$ cat src/rtl/etapa_pipe_skid_if.sv
// etapa_pipe_skid_if: valid/ready handshake bundle.
// master drives upstream data and downstream ready.
interface etapa_pipe_skid_if #(
  parameter int DATA_W = 8,
  parameter int LANES  = 4
) ();
  logic [DATA_W*LANES-1:0] data_in;
  logic                    valid_in;
  logic                    ready_out;
  logic [DATA_W*LANES-1:0] data_out;
  logic                    valid_out;
  logic                    ready_in;

  modport master (
    output data_in,
    output valid_in,
    output ready_in,
    input  ready_out,
    input  data_out,
    input  valid_out
  );

  modport slave (
    input  data_in,
    input  valid_in,
    input  ready_in,
    output ready_out,
    output data_out,
    output valid_out
  );
endinterface

$ cat src/rtl/etapa_pipe_skid.sv
// etapa_pipe_skid: registered valid/ready slice.
// SKID=1 adds a second entry for full throughput.
module etapa_pipe_skid #(
  parameter int DATA_W = 8,
  parameter int LANES  = 4,
  parameter bit SKID   = 1'b1
) (
  input  logic              clk_8f,
  input  logic              reset,
  etapa_pipe_skid_if.slave  bus,
  input  logic              clr_stats,
  output logic [1:0]        occupancy,
  output logic [15:0]       stall_count
);
  localparam int W = DATA_W * LANES;

  typedef enum logic [1:0] {
    EMPTY = 2'd0,
    BUSY  = 2'd1,
    FULL  = 2'd2
  } state_e;

  state_e         state_q, state_d;
  logic [W-1:0]   main_q, main_d;
  logic [W-1:0]   skid_q, skid_d;
  logic [15:0]    stall_q, stall_d;
  logic           xfer_in;
  logic           xfer_out;

  assign xfer_in  = bus.valid_in & bus.ready_out;
  assign xfer_out = bus.valid_out & bus.ready_in;
  assign bus.data_out = main_q;
  assign stall_count  = stall_q;

  // state register
  always_ff @(posedge clk_8f or negedge reset) begin
    if (!reset) begin
      state_q <= EMPTY;
    end else begin
      state_q <= state_d;
    end
  end

  // next state and entry loads
  always_comb begin
    state_d = state_q;
    main_d  = main_q;
    skid_d  = skid_q;
    unique case (state_q)
      EMPTY: begin
        if (xfer_in) begin
          main_d  = bus.data_in;
          state_d = BUSY;
        end
      end
      BUSY: begin
        if (xfer_in && xfer_out) begin
          main_d = bus.data_in;
        end else if (xfer_in) begin
          skid_d  = bus.data_in;
          state_d = FULL;
        end else if (xfer_out) begin
          state_d = EMPTY;
        end
      end
      FULL: begin
        if (xfer_out) begin
          main_d  = skid_q;
          state_d = BUSY;
        end
      end
      default: state_d = EMPTY;
    endcase
  end

  // outputs decoded from registered state only
  always_comb begin
    bus.ready_out = 1'b0;
    bus.valid_out = 1'b0;
    occupancy     = 2'd0;
    unique case (state_q)
      EMPTY: begin
        bus.ready_out = 1'b1;
      end
      BUSY: begin
        bus.ready_out = SKID;
        bus.valid_out = 1'b1;
        occupancy     = 2'd1;
      end
      FULL: begin
        bus.valid_out = 1'b1;
        occupancy     = 2'd2;
      end
      default: ;
    endcase
  end

  // saturating stall counter, clear wins
  always_comb begin
    stall_d = stall_q;
    if (clr_stats) begin
      stall_d = 16'd0;
    end else if (bus.valid_out && !bus.ready_in &&
                 stall_q != 16'hFFFF) begin
      stall_d = stall_q + 16'd1;
    end
  end

  // datapath and statistics registers
  always_ff @(posedge clk_8f or negedge reset) begin
    if (!reset) begin
      main_q  <= '0;
      skid_q  <= '0;
      stall_q <= 16'd0;
    end else begin
      main_q  <= main_d;
      skid_q  <= skid_d;
      stall_q <= stall_d;
    end
  end
endmodule

$ cat src/flat_wrapper.sv
// flat-port wrapper written by rule: the top's interface ports become plain ports
module etapa_pipe_skid_flat 
#(
  parameter int DATA_W = 8,
  parameter int LANES  = 4,
  parameter bit SKID   = 1'b1
)
  (clk_8f, reset, clr_stats, occupancy, stall_count, bus_data_in, bus_valid_in, bus_ready_in, bus_ready_out, bus_data_out, bus_valid_out);
  etapa_pipe_skid_if #(.DATA_W(DATA_W), .LANES(LANES)) bus_i ();
  input  logic clk_8f;
  input  logic reset;
  input  logic clr_stats;
  output logic [1:0] occupancy;
  output logic [15:0] stall_count;
  input wire logic [$bits(bus_i.data_in)-1:0] bus_data_in;
  input wire logic [$bits(bus_i.valid_in)-1:0] bus_valid_in;
  input wire logic [$bits(bus_i.ready_in)-1:0] bus_ready_in;
  output wire logic [$bits(bus_i.ready_out)-1:0] bus_ready_out;
  output wire logic [$bits(bus_i.data_out)-1:0] bus_data_out;
  output wire logic [$bits(bus_i.valid_out)-1:0] bus_valid_out;
  assign bus_i.data_in = bus_data_in;
  assign bus_i.valid_in = bus_valid_in;
  assign bus_i.ready_in = bus_ready_in;
  assign bus_ready_out = bus_i.ready_out;
  assign bus_data_out = bus_i.data_out;
  assign bus_valid_out = bus_i.valid_out;
  etapa_pipe_skid #(.DATA_W(DATA_W), .LANES(LANES), .SKID(SKID)) u_core (.clk_8f(clk_8f), .reset(reset), .bus(bus_i), .clr_stats(clr_stats), .occupancy(occupancy), .stall_count(stall_count));
endmodule
$ cat config.mk
export PLATFORM = sky130hd
export DESIGN_NAME = etapa_pipe_skid_flat
export DESIGN_NICKNAME = d
export VERILOG_FILES = /design/src/rtl/etapa_pipe_skid_if.sv /design/src/rtl/etapa_pipe_skid.sv /design/src/flat_wrapper.sv
export SDC_FILE = /design/constraint.sdc
export NUM_CORES = 1
export LEC_CHECK = 0
export ABC_AREA = 1
export CAP_MARGIN = 15
export CORE_AREA = 5 5 108 120
export CTS_CLUSTER_SIZE = 12
export DETAILED_ROUTE_END_ITERATION = 6
export DIE_AREA = 0 0 113 125
export PLACE_DENSITY = 0.61
export SLEW_MARGIN = 20
export SYNTH_ARGS = -nofsm -noshare
export SYNTH_HDL_FRONTEND = slang
export SYNTH_SLANG_ARGS = --single-unit
$ cat constraint.sdc
create_clock -name clk_8f -period 1.85 [get_ports clk_8f]
set_clock_uncertainty 0.2 [all_clocks]
set_input_delay 0.185 -clock clk_8f [delete_from_list [all_inputs] [get_ports clk_8f]]
set_output_delay 0.185 -clock clk_8f [all_outputs]
set_load 0.005 [all_outputs]
==> results.toml <==
[outcome]
status = "finished, violations left"
violations = "negative setup slack"

[setup_path]
cp_max_fo = 6
r2r_start = "u_core.state_q[0]"
setup.worst_path.end_class = "register"
reg2reg_depth = 11
startpoint_type = "register"
reg2reg_to = "u_core.bus.data_out[11]"
cp.arrival_ns = 1.90
r2r_slack_ns = -0.03
worstSetupPathType = "reg2reg"
critPathRequiredTime_ns = 1.87

[timing]
hold_violations = 0
finalSetupViolCount = 34
worst_slew_pin_slew_ns = 0.550
rsz0062_at_grt = "true"
fmax_mhz = 531
fin_crit_sh_pct = 102
drv_slew = 0
setup_ws_ns = -0.0348
relSlewSlack_pct = 63.3
period_needed_ns = 1.88
hold_ws_ns = 0.230

[floorplan]
dieWidth_um = 113
io_pins = 89
start_util_pct = 33.5
die-area_sq_mm = 0.0141
row_count = 42
core-area_sq_mm = 0.0117
die_h_um = 125

[global_route]
gr-usage-all-layers_pct = 14.9
grt_pass1_vias = 3574
grt_max_degree = 83
antenna_found_initial = 0
grt_pass1_wl_mm = 17.3
overflow = 0

[clock_network]
cts_buffers = 9
clock-sinks = 82
cts-root-buf = "clkbuf_16"
clk_path_buf_depth = 2
clock_latency_ns = 0.33
cts_tree = "yes"
cts.htree.levels = 3
clk_pin_slew_ns = 0.06

[finish]
stdcell_area_sq_mm = 0.00607
seq_area_sq_mm = 0.00205
syn2layout_area_growth_pct = 54.4
multi_input_area_sq_mm = 0.00183
final_common_cell = "nand2_1"
final_nets = 667
diodes = 0
layout-drive-gt1-share_pct = 21.0
stdcell_count = 783
mostFrequentLayoutCells = "nand2_1 (141), clkdlybuf4s50_1 (83), dfrtp_1 (81)"
fill_cells = 1067

[logic_synthesis]
syn_nets = 539
yosys-top-cells-area = "dfrtp_1 (52%), nand2_1 (16%), o21ai_0 (8.9%)"
synth-seq-area-share_pct = 52.2
synthDistinctLibCells = 21
syn_avg_cell_area_sq_um = 7.92
synth.cell_area_sq_mm = 0.00393
synth-seq-cells = 82
yosys.area.top_type = "dfrtp_1"
syn_inst = 496
synth_top_area_share_pct = 52.2
yosys_warnings = 0

[pwr]
irDropWorstVdd_mv = 0.912
p_per_area_mw_per_mm2 = 1660
power.leakage_nw = 2.90
power.internal_w = 0.00637
p_clk_share_pct = 18.2
combPwrFrac_pct = 51.9
switching_share_pct = 36.8
sequentialPowerShare_pct = 29.9
p_sw_w = 0.00370

[detailed_routing]
wl_mm = 10.9
ant_nets = 0
first_pass_iters = 5
vias_per_cell = 4.76
vias = 3726
drcViolationCount = 0
post_drt_wl_per_cell_um = 13.9
drtIter0Drc = 188

[placed_design]
hpwl_mm = 6.85
place_congestion = 0.851
portBuffers = 88
preCtsSetupSlack_ns = -0.0902
dp_cells = 748
place_area_sq_mm = 0.00522

[min_path]
hold_end = "u_core.skid_q[23]"
hold_depth = 3
min_path_type = "in2reg"
hp-start = "bus_data_in[23]"

[run]
cap_violations = 0
-- final cells by class --
| cell class | instances | share of cell area [%] |
|---|---|---|
| well taps | 154 | 3.18 |
| repair buffers | 138 | 24.1 |
| clock inverters | 5 | 1.03 |
| clock buffers | 11 | 4.00 |
| multi-input cells | 336 | 30.1 |
| inverters | 57 | 3.67 |
| flip-flops and latches | 82 | 33.8 |
-- cell families after synthesis --
family	synth area share (%)
buffers and inverters	7.96
and+or+nand+nor	24.1
adders and majority gates	1.91
DFF	52.2
xor gates and xnor gates	0.446
AOI/OAI and AO/OA	13.4
-- flip-flops by register name, summed over array words and instances (netlist names) --
signal,count
u_core.bus.data_out,32
u_core.skid_q,32
u_core.stall_count,16
u_core.state_q,2
-- layer usage --
metal / track usage, % / up-vias / wire [um]
met4: 5.73 / 0 / 155
li1: - / 1843 / -
met5: 0 / - / 0
met3: 2.51 / 10 / 481
met1: 20.1 / 1783 / 4900
met2: 24.1 / 90 / 5320
-- worst max-delay path by stage --
stage | to | depth (start not counted) | slack [ns] | from
after detailed placement | u_core.bus.data_out[30] | 10 | -0.09 | u_core.state_q[0]
after floorplan | u_core.bus.data_out[17] | 10 | 0.02 | u_core.state_q[1]
after global placement | u_core.bus.data_out[16] | 10 | 0.01 | u_core.state_q[0]
final | u_core.bus.data_out[11] | 11 | -0.03 | u_core.state_q[0]
after global routing | u_core.bus.data_out[10] | 11 | -0.12 | u_core.state_q[1]
after CTS | u_core.bus.data_out[12] | 10 | -0.008 | u_core.state_q[0]
-- power by group through the flow --
| stage | clock, W | combinational [W] | sequential [W] |
|---|---|---|---|
| floorplan | 0 | 0.00183 | 0.00292 |
| global placement | 0 | 0.00347 | 0.00297 |
| detailed placement | 0 | 0.00360 | 0.00298 |
| CTS | 0.00188 | 0.00445 | 0.00297 |
| global route | 0.00195 | 0.00569 | 0.00310 |
| finish | 0.00183 | 0.00522 | 0.00302 |
-- repair_timing --
item	4_1_cts	5_1_grt
gates cloned	4	4
hold endpoints to repair	82	0
gates resized for setup	35	57
pin swaps	2	13
hold buffers	1	0
buffers inserted	5	6
setup endpoints to repair	51	49
-- metrics by stage --
stage	power, W	utilization [%]	TNS [ns]
finish	0.0101	51.8	-0.509
global route	0.0107	51.8	-3.73
CTS	0.00930	49.1	-0.0429
detailed placement	0.00657	44.6	-1.96
global placement	0.00643	44.6	0
floorplan	0.00475	-	0
-- worst max-delay path: stages, from the launching register on --
cell and delay [ns]:
dfrtp_1 0.38, inv_2 0.07, ha_4 0.29, nand2_4 0.06, inv_2 0.06, o22ai_2 0.06, inv_2 0.09, nand3_4 0.12
buf_8 0.16, clkbuf_16 0.16, nand2_1 0.06, o21ai_1 0.06
-- Yosys cell counts, drive strengths merged --
| library cell | number |
|---|---|
| nor3 | 1 |
| nand4 | 12 |
| ha | 6 |
| o21ai | 103 |
| buf | 8 |
| nor2 | 24 |
| nand3 | 19 |
| o22ai | 1 |
| nand3b | 1 |
| inv | 57 |
| nand2 | 165 |
| dfrtp | 82 |
| xor2 | 2 |
| clkbuf | 14 |
| a21oi | 1 |
Note: power is estimated with default switching activity, not from simulation.
